--- src/rtl/mem_access_stage.sv ---
// mem_access_stage: MEM pipeline stage.
//   Accepts one op from EX, issues at most one request on an SRAM-like data bus
//   using a split address/data handshake (req/addr_ok, then data_ok). It aligns
//   and extends load data and forwards the result to WB through an output register.
//   Misaligned accesses raise ALE without touching the bus. A flush kills the
//   current op. A flush that hits an in-flight request cancels it, and the
//   cancelled response is dropped when it returns.
// Ports:
//   clk, rst           clock (rising edge), asynchronous active-high reset
//   flush              kill current op
//   in_*               EX-side op fields, in_valid/in_ready handshake
//   req*, addr_ok,     data-bus request channel and address handshake
//   data_ok, rdata     data-bus response
//   out_*              WB-side result register, out_valid/out_ready handshake
module mem_access_stage #(
    parameter int unsigned DATA_W = 32,
    parameter int unsigned ADDR_W = 32
) (
    input  logic                  clk,
    input  logic                  rst,
    input  logic                  flush,
    input  logic                  in_valid,
    output logic                  in_ready,
    input  logic [31:0]           in_pc,
    input  logic                  in_mem_en,
    input  logic                  in_store,
    input  logic                  in_signed,
    input  logic [1:0]            in_size,
    input  logic [ADDR_W-1:0]     in_addr,
    input  logic [DATA_W-1:0]     in_wdata,
    input  logic                  in_gr_we,
    input  logic [4:0]            in_waddr,
    output logic                  req,
    output logic                  req_wr,
    output logic [1:0]            req_size,
    output logic [ADDR_W-1:0]     req_addr,
    output logic [DATA_W/8-1:0]   req_wstrb,
    output logic [DATA_W-1:0]     req_wdata,
    input  logic                  addr_ok,
    input  logic                  data_ok,
    input  logic [DATA_W-1:0]     rdata,
    output logic                  out_valid,
    input  logic                  out_ready,
    output logic [31:0]           out_pc,
    output logic                  out_gr_we,
    output logic [4:0]            out_waddr,
    output logic [DATA_W-1:0]     out_wdata,
    output logic                  out_ale,
    output logic [ADDR_W-1:0]     out_badv
);

    localparam int unsigned STRB_W = DATA_W / 8;
    localparam int unsigned OFF_W  = $clog2(STRB_W);
    localparam int unsigned AX_W   = (ADDR_W < DATA_W) ? ADDR_W : DATA_W;

    localparam logic [1:0] S_IDLE = 2'd0;
    localparam logic [1:0] S_REQ  = 2'd1;
    localparam logic [1:0] S_WAIT = 2'd2;

    logic [1:0]          state_q, state_d;
    logic                cancel_q, cancel_d;

    // Op fields captured at accept; they drive the bus and stay stable until the next accept.
    logic [31:0]         op_pc_q;
    logic                op_store_q;
    logic                op_signed_q;
    logic [1:0]          op_size_q;
    logic [ADDR_W-1:0]   op_addr_q;
    logic [DATA_W-1:0]   op_wdata_q;
    logic                op_gr_we_q;
    logic [4:0]          op_waddr_q;

    logic                out_valid_q, out_valid_d;
    logic [31:0]         out_pc_q, out_pc_d;
    logic                out_gr_we_q, out_gr_we_d;
    logic [4:0]          out_waddr_q, out_waddr_d;
    logic [DATA_W-1:0]   out_wdata_q, out_wdata_d;
    logic                out_ale_q, out_ale_d;
    logic [ADDR_W-1:0]   out_badv_q, out_badv_d;

    logic                accept;
    logic                mis_off;
    logic                in_ale;
    logic                start_req;
    logic [OFF_W-1:0]    off;
    logic [3:0]          nbytes;
    logic [DATA_W-1:0]   lane;
    logic                sign_bit;
    logic                ext;
    logic [DATA_W-1:0]   load_data;
    logic [STRB_W-1:0]   strb;
    logic [DATA_W-1:0]   wdata_rep;

    function automatic logic [DATA_W-1:0] addr_to_data(input logic [ADDR_W-1:0] a);
        logic [DATA_W-1:0] r;
        r = '0;
        r[AX_W-1:0] = a[AX_W-1:0];
        return r;
    endfunction

    assign in_ready  = ~rst & (state_q == S_IDLE) & (~out_valid_q | out_ready) & ~flush;
    assign accept    = in_valid & in_ready;

    // Dword accesses cannot be carried by a 32-bit bus, so they always fault there.
    always_comb begin
        mis_off = 1'b0;
        case (in_size)
            2'd0:    mis_off = 1'b0;
            2'd1:    mis_off = in_addr[0];
            2'd2:    mis_off = |in_addr[1:0];
            default: mis_off = (|in_addr[2:0]) | (DATA_W == 32);
        endcase
        in_ale = in_mem_en & mis_off;
    end

    assign start_req = accept & in_mem_en & ~in_ale;

    assign off    = op_addr_q[OFF_W-1:0];
    assign nbytes = 4'd1 << op_size_q;
    assign lane   = rdata >> {off, 3'b000};

    always_comb begin
        sign_bit = 1'b0;
        case (op_size_q)
            2'd0:    sign_bit = lane[7];
            2'd1:    sign_bit = lane[15];
            2'd2:    sign_bit = lane[31];
            default: sign_bit = lane[DATA_W-1];
        endcase
        ext       = op_signed_q & sign_bit;
        load_data = '0;
        for (int unsigned i = 0; i < STRB_W; i++) begin
            load_data[8*i +: 8] = (i < 32'(nbytes)) ? lane[8*i +: 8] : {8{ext}};
        end
    end

    // Store data: the low 2^size bytes repeat across every lane, so whichever lanes
    // the strobe enables carry the right bytes.
    always_comb begin
        strb      = '0;
        wdata_rep = '0;
        for (int unsigned i = 0; i < STRB_W; i++) begin
            strb[i] = op_store_q & (i >= 32'(off)) & (i < 32'(off) + 32'(nbytes));
            wdata_rep[8*i +: 8] = op_wdata_q[8*(i & (32'(nbytes) - 1)) +: 8];
        end
    end

    always_comb begin
        state_d     = state_q;
        cancel_d    = cancel_q;
        out_valid_d = out_valid_q;
        out_pc_d    = out_pc_q;
        out_gr_we_d = out_gr_we_q;
        out_waddr_d = out_waddr_q;
        out_wdata_d = out_wdata_q;
        out_ale_d   = out_ale_q;
        out_badv_d  = out_badv_q;

        if (out_valid_q & out_ready) begin
            out_valid_d = 1'b0;
        end
        if (flush) begin
            out_valid_d = 1'b0;
        end

        case (state_q)
            S_IDLE: begin
                if (start_req) begin
                    state_d  = S_REQ;
                    cancel_d = 1'b0;
                end else if (accept) begin
                    out_valid_d = 1'b1;
                    out_pc_d    = in_pc;
                    out_gr_we_d = in_gr_we & ~in_ale;
                    out_waddr_d = in_waddr;
                    out_wdata_d = addr_to_data(in_addr);
                    out_ale_d   = in_ale;
                    out_badv_d  = in_ale ? in_addr : '0;
                end
            end
            // The request must complete its address phase even when flushed;
            // the flush is remembered and applied when the response returns.
            S_REQ: begin
                cancel_d = cancel_q | flush;
                if (addr_ok) begin
                    state_d = S_WAIT;
                end
            end
            S_WAIT: begin
                if (data_ok) begin
                    state_d  = S_IDLE;
                    cancel_d = 1'b0;
                    if (~cancel_q & ~flush) begin
                        out_valid_d = 1'b1;
                        out_pc_d    = op_pc_q;
                        out_gr_we_d = op_gr_we_q;
                        out_waddr_d = op_waddr_q;
                        out_wdata_d = op_store_q ? addr_to_data(op_addr_q) : load_data;
                        out_ale_d   = 1'b0;
                        out_badv_d  = '0;
                    end
                end else begin
                    cancel_d = cancel_q | flush;
                end
            end
            default: begin
                state_d  = S_IDLE;
                cancel_d = 1'b0;
            end
        endcase
    end

    always_ff @(posedge clk or posedge rst) begin
        if (rst) begin
            state_q     <= S_IDLE;
            cancel_q    <= 1'b0;
            op_pc_q     <= '0;
            op_store_q  <= 1'b0;
            op_signed_q <= 1'b0;
            op_size_q   <= '0;
            op_addr_q   <= '0;
            op_wdata_q  <= '0;
            op_gr_we_q  <= 1'b0;
            op_waddr_q  <= '0;
            out_valid_q <= 1'b0;
            out_pc_q    <= '0;
            out_gr_we_q <= 1'b0;
            out_waddr_q <= '0;
            out_wdata_q <= '0;
            out_ale_q   <= 1'b0;
            out_badv_q  <= '0;
        end else begin
            state_q     <= state_d;
            cancel_q    <= cancel_d;
            out_valid_q <= out_valid_d;
            out_pc_q    <= out_pc_d;
            out_gr_we_q <= out_gr_we_d;
            out_waddr_q <= out_waddr_d;
            out_wdata_q <= out_wdata_d;
            out_ale_q   <= out_ale_d;
            out_badv_q  <= out_badv_d;
            if (start_req) begin
                op_pc_q     <= in_pc;
                op_store_q  <= in_store;
                op_signed_q <= in_signed;
                op_size_q   <= in_size;
                op_addr_q   <= in_addr;
                op_wdata_q  <= in_wdata;
                op_gr_we_q  <= in_gr_we;
                op_waddr_q  <= in_waddr;
            end
        end
    end

    assign req       = (state_q == S_REQ);
    assign req_wr    = op_store_q;
    assign req_size  = op_size_q;
    assign req_addr  = op_addr_q;
    assign req_wstrb = strb;
    assign req_wdata = wdata_rep;

    assign out_valid = out_valid_q;
    assign out_pc    = out_pc_q;
    assign out_gr_we = out_gr_we_q;
    assign out_waddr = out_waddr_q;
    assign out_wdata = out_wdata_q;
    assign out_ale   = out_ale_q;
    assign out_badv  = out_badv_q;

endmodule

--- config.mk ---
export PLATFORM = sky130hd
export DESIGN_NAME = mem_access_stage
export DESIGN_NICKNAME = d
export VERILOG_FILES = /design/src/rtl/mem_access_stage.sv
export SDC_FILE = /design/constraint.sdc
export NUM_CORES = 1
export LEC_CHECK = 0
export CAP_MARGIN = 20
export CORE_ASPECT_RATIO = 1.2
export CORE_MARGIN = 2
export CORE_UTILIZATION = 40
export DETAILED_ROUTE_END_ITERATION = 10
export PLACE_DENSITY = 0.74
export SETUP_SLACK_MARGIN = 0.2
export SLEW_MARGIN = 10
export SYNTH_ARGS = -nofsm -noshare
export SYNTH_HDL_FRONTEND = slang
export SYNTH_SLANG_ARGS = --single-unit
--- constraint.sdc ---
create_clock -name clk -period 13.1 [get_ports clk]
set_input_delay 3.275 -clock clk [delete_from_list [all_inputs] [get_ports clk]]
set_output_delay 3.275 -clock clk [all_outputs]
set_load 0.02 [all_outputs]
Yosys cells after proc, flatten, opt, wreduce, memory -nomap -nowiden --
Cells that the tools add are included.
Storage, ports and cells: output and inout bits 177, register bits 213, input bits 146, word-level logic and storage cells 130
Operators by class: equal/unequal tests 11, reduce and logical (&&, ||, !) cells 7, shift operators 5, mux-type cells 52, bitwise gates (word level) 25, add/sub/neg operators 2, magnitude comparators 11
Operators by type and width (count):
- 32-bit two-way mux | 14
- 32-bit case mux with 2 select lines | 3
- 1-bit by 32-bit < comparator with 1-bit output, first input constant | 2
- 32-bit by 6-bit indexed part select with 8-bit output | 2
- 2-bit by 32-bit < comparator with 1-bit output, first input constant | 1
- 8-bit two-way mux | 4
- 32-bit by 5-bit indexed part select with 8-bit output | 1
- 32-bit by 5-bit right shift with 32-bit output | 1
- 5-bit two-way mux | 4
- 1-bit AND | 18
- 1-bit two-way mux | 16
- 2-bit inequality test, second input constant | 5
- 5-bit case mux with 2 select lines | 1
- 1-bit by 4-bit < comparator with 1-bit output, first input constant | 2
- 2-bit by 4-bit < comparator with 1-bit output, first input constant | 2
- 1-bit case mux with 2 select lines | 4
- 2-bit by 1-bit == test with 1-bit output, second input constant | 3
- 2-bit zero test | 3
- 2-bit two-way mux | 3
- 1-bit case mux with 3 select lines | 2
- 2-bit case mux with 3 select lines | 1
- 2-bit by 4-bit adder with 5-bit output | 1
- 2-bit by 5-bit < comparator with 1-bit output, first input constant | 1
- 1-bit inverter | 5
- other kinds (11) | 14

Logic depth before layout (Yosys ltp) --
depth after elaboration 9, mapped depth 12, gate-level depth less buffers 8

Worst setup path after synthesis --
No wires, ideal clock.
path type input-to-output, start point input port flush, end point output port in_ready, required time 9.825 ns, cell stages on the path 1, path buffers 0, slack 5.831 ns, arrival 3.994 ns, cell sequence nor4_1
On the way: longest elaborated chain between the ends 2
Ends and longest elaborated chain:
- start, declared | line 21 | input logic flush,
- 1-bit inverter | line 101 | assign in_ready = ~rst & (state_q == S_IDLE) & (~out_valid_q | out_ready) & ~flush;
- 1-bit AND | line 101
- end, declared | line 23 | output logic in_ready,
Every way passes these cells.

Final worst setup path --
start point input port rst, end point output port in_ready
On the way: longest elaborated chain between the ends 4
Ends and longest elaborated chain:
- start, declared | line 20 | input logic rst,
- 1-bit inverter | line 101
- 1-bit AND (3 in series) | line 101
Every way passes these cells.

==> flow_summary_export.csv <==
group,metric,value,unit
run_status,status,"finished clean",
sta,max_freq,124,MHz
clock_tree,cts_resized,0,
synthesis,ys_top_cells_by_area,"dfrtp_1 51%, mux2_2 14%, mux2i_1 7.8%",
sta,max-slew-margin-rel,0.211,
clock_tree,ctsRootBufferMaster,"clkbuf_16",
floorplan,die-height,181,um
placement,dp_hpwl,21000,um
grt,antenna_found_initial,2,
placement,gp_congestion,0.798,
placement,place_inst,1525,
worst_setup_path,endpoint_kind,"output port",
worst_setup_path,worst_r2r_endpoint,"out_wdata[4]",
floorplan,num_io_pins,323,
grt,grt_pass1_vias,8571,
grt,grt_max_degree,136,
routing,dr.first_iter.drc_count,315,
layout,drive_gt1_frac,0.152,
floorplan,coreArea,25500,um^2
worst_setup_path,critPathMaxFanout,4,
routing,viasPerCell,5.30,
floorplan,die_x,151,um
floorplan,dieArea,27400,um^2
routing,avgRoutedWirePerCell,19.6,um
clock_tree,insertion_delay,520,ps
sta,fin_setup_tns,0,ps
synthesis,ys_types,53,
synthesis,synth_area,10400,um^2
clock_tree,cts_tree,"done",
placement,io_buffers,322,
synthesis,synthFlopType,"dfrtp_1",
worst_setup_path,crit_end,"in_ready",
worst_setup_path,worstRegToRegCells,8,
sta,post-route-period-util,0.614,
synthesis,async_reset_ff_frac,1.00,
sta,slew_viol_final,0,
floorplan,row_count,64,
sta,tightest_slew,1170,ps
job,maxCapViolations,0,
sta,clock_skew,6.89,ps
worst_setup_path,cp-start-kind,"input pin",
clock_tree,cts_hold_buf,0,
floorplan,start_util,0.408,
worst_setup_path,crit_path_start,"rst",
clock_tree,cts.sinks,213,
layout,area_growth_syn_to_layout,40.1,%
routing,vias,8334,
clock_tree,clk_pin_slew,60,ps
power_and_ir_drop,p_per_area,256,nW/um^2
worst_setup_path,reg2reg_slack,9560,ps
power_and_ir_drop,vdd_drop_max,220,uV
synthesis,syn-instance-count,940,
synthesis,synth_top_area_cell,"dfrtp_1",
grt,grt.total_usage,0.221,
synthesis,ys_seq_area_frac,0.511,
synthesis,synth_warnings,0,
hold_path,hold_path_class,"reg -> reg",
sta,setup_viol,0,
worst_setup_path,critPathKind,"in -> out",
routing,final_antenna_net_count,0,
worst_setup_path,cp_data_required_time,9820,ps
worst_setup_path,r2r-start,"state_q[0]",
routing,wl,30800,um
grt,grt_first_pass_wirelength,47800,um
sta,rsz0062_at_grt,"false",
synthesis,syn_nets,1095,
layout,fin_cells,1573,
clock_tree,postCtsSetupBuffers,0,
layout,final_nets,1379,
synthesis,ys_ff_latch,213,
synthesis,synth_edf_count,0,
worst_setup_path,critPathArrivalTime,4760,ps
power_and_ir_drop,p_leak,0.00628,uW
sta,hold_violations,0,
grt,overflow,0,
synthesis,postSynthAreaPerCell,11.1,um^2
sta,holdWs,475,ps
routing,drc,0,
power_and_ir_drop,total_power,3740,uW
clock_tree,cts_buffers,24,
sta,period_minus_slack,8040,ps
routing,first_pass_iters,4,
synthesis,synth_top_area_share,0.511,
clock_tree,clock_path_buffers,3,
clock_tree,htree_levels,1,
==> critical path: stages <==
cell,delay [ps]
clkdlybuf4s50_1,530
nor4_1,300
clkdlybuf4s50_1,650
==> how the worst min path moves through the flow <==
stage	startpoint	cells after the start	slack, ps	end
after global routing	out_wdata[24]	1	490	out_wdata[24]
after floorplan	op_gr_we_q	1	470	op_gr_we_q
after CTS	out_wdata[24]	1	480	out_wdata[24]
final	out_badv[27]	2	480	out_badv[27]
after global placement	out_wdata[24]	1	460	out_wdata[24]
after detailed placement	out_wdata[24]	1	470	out_wdata[24]
==> state kept, by name (all words and copies together), names as in the netlist <==
signal and flops:
req_addr 32, out_ale 1, out_waddr 5, op_wdata_q 32, op_waddr_q 5, out_wdata 32, out_valid 1, out_pc 32
op_signed_q 1, cancel_q 1, out_badv 32, op_gr_we_q 1, req_size 2, req_wr 1, out_gr_we 1, state_q 2
op_pc_q 32
==> placed cells by master, fill, tap and decap left out, drive strengths merged, types with 9 or more instances in the layout <==
cell type and count:
a21oi 21, a2bb2oi 9, and3 9, buf 13
clkbuf 40, clkdlybuf4s50 322, dfrtp 213, inv 15
mux2 127, mux2i 81, nand2 133, nor2 10
nor2b 11, o211ai 10, o21ai 120, o31ai 17
or3 16
==> through the flow <==
stage                      util  instance area (um^2)  setup slack, ps
final                     0.572                 14600             5060
after detailed placement  0.539                 13800             5070
after global routing      0.572                 14600             4940
after global placement    0.539                 13800             5020
after CTS                 0.569                 14500             5050
after floorplan               -                 10400             4000
==> logic make-up (layout without fill, tap and decap cells) <==
| group | Yosys count | in the layout | share of synthesized area |
|---|---|---|---|
| flops | 213 | 213 | 0.511 |
| xor+xnor | 1 | 1 | 0.000840 |
| buf+inv | 92 | 393 | 0.0443 |
| mux | 208 | 208 | 0.215 |
| simple gates | 196 | 196 | 0.0849 |
| fa+ha+maj | 9 | 9 | 0.0115 |
| other cells | 0 | 2 | 0 |
| compound gates | 221 | 221 | 0.132 |
==> where the power goes <==
group | switching (uW) | internal [uW]
clock network | 268 | 378
logic | 1020 | 922
registers | 193 | 962
==> layout make-up <==
type | instances | area, um^2
Multi-Input combinational cell | 635 | 4670
Sequential cell | 213 | 5330
Clock buffer | 40 | 732
Tap cell | 330 | 413
Antenna cell | 2 | 5.00
Clock inverter | 3 | 15.0
Fill cell | 2183 | 10900
Timing Repair Buffer | 335 | 3370
Inverter | 15 | 63.8
==> metal layers <==
| metal | GRT usage | share of wire | routed length, um |
|---|---|---|---|
| met3 | 0.0652 | 0.091 | 2820 |
| met1 | 0.267 | 0.39 | 11900 |
| met5 | 0 | 0 | 0 |
| met4 | 0.0740 | 0.034 | 1060 |
| met2 | 0.374 | 0.49 | 15100 |
==> synth_stat cells, types with 2 or more instances <==
library cell and instances:
dfrtp_1 213, nand2_1 133, mux2_2 127, o21ai_0 117, mux2i_1 81, clkbuf_1 32
buf_2 23, a21oi_1 20, buf_4 19, o31ai_1 16, or3_1 16, inv_1 15
nor2b_1 11, a2bb2oi_1 9, and3_1 9, nor2_1 9, a211oi_1 8, a21o_1 8
a221oi_1 8, ha_1 8, o211ai_1 8, o2bb2ai_1 7, a31oi_1 5, nor3_1 3
nor4_1 3, buf_6 2, o211ai_2 2, o21ai_1 2, o22ai_1 2
Power figures use the tool's default switching activity.
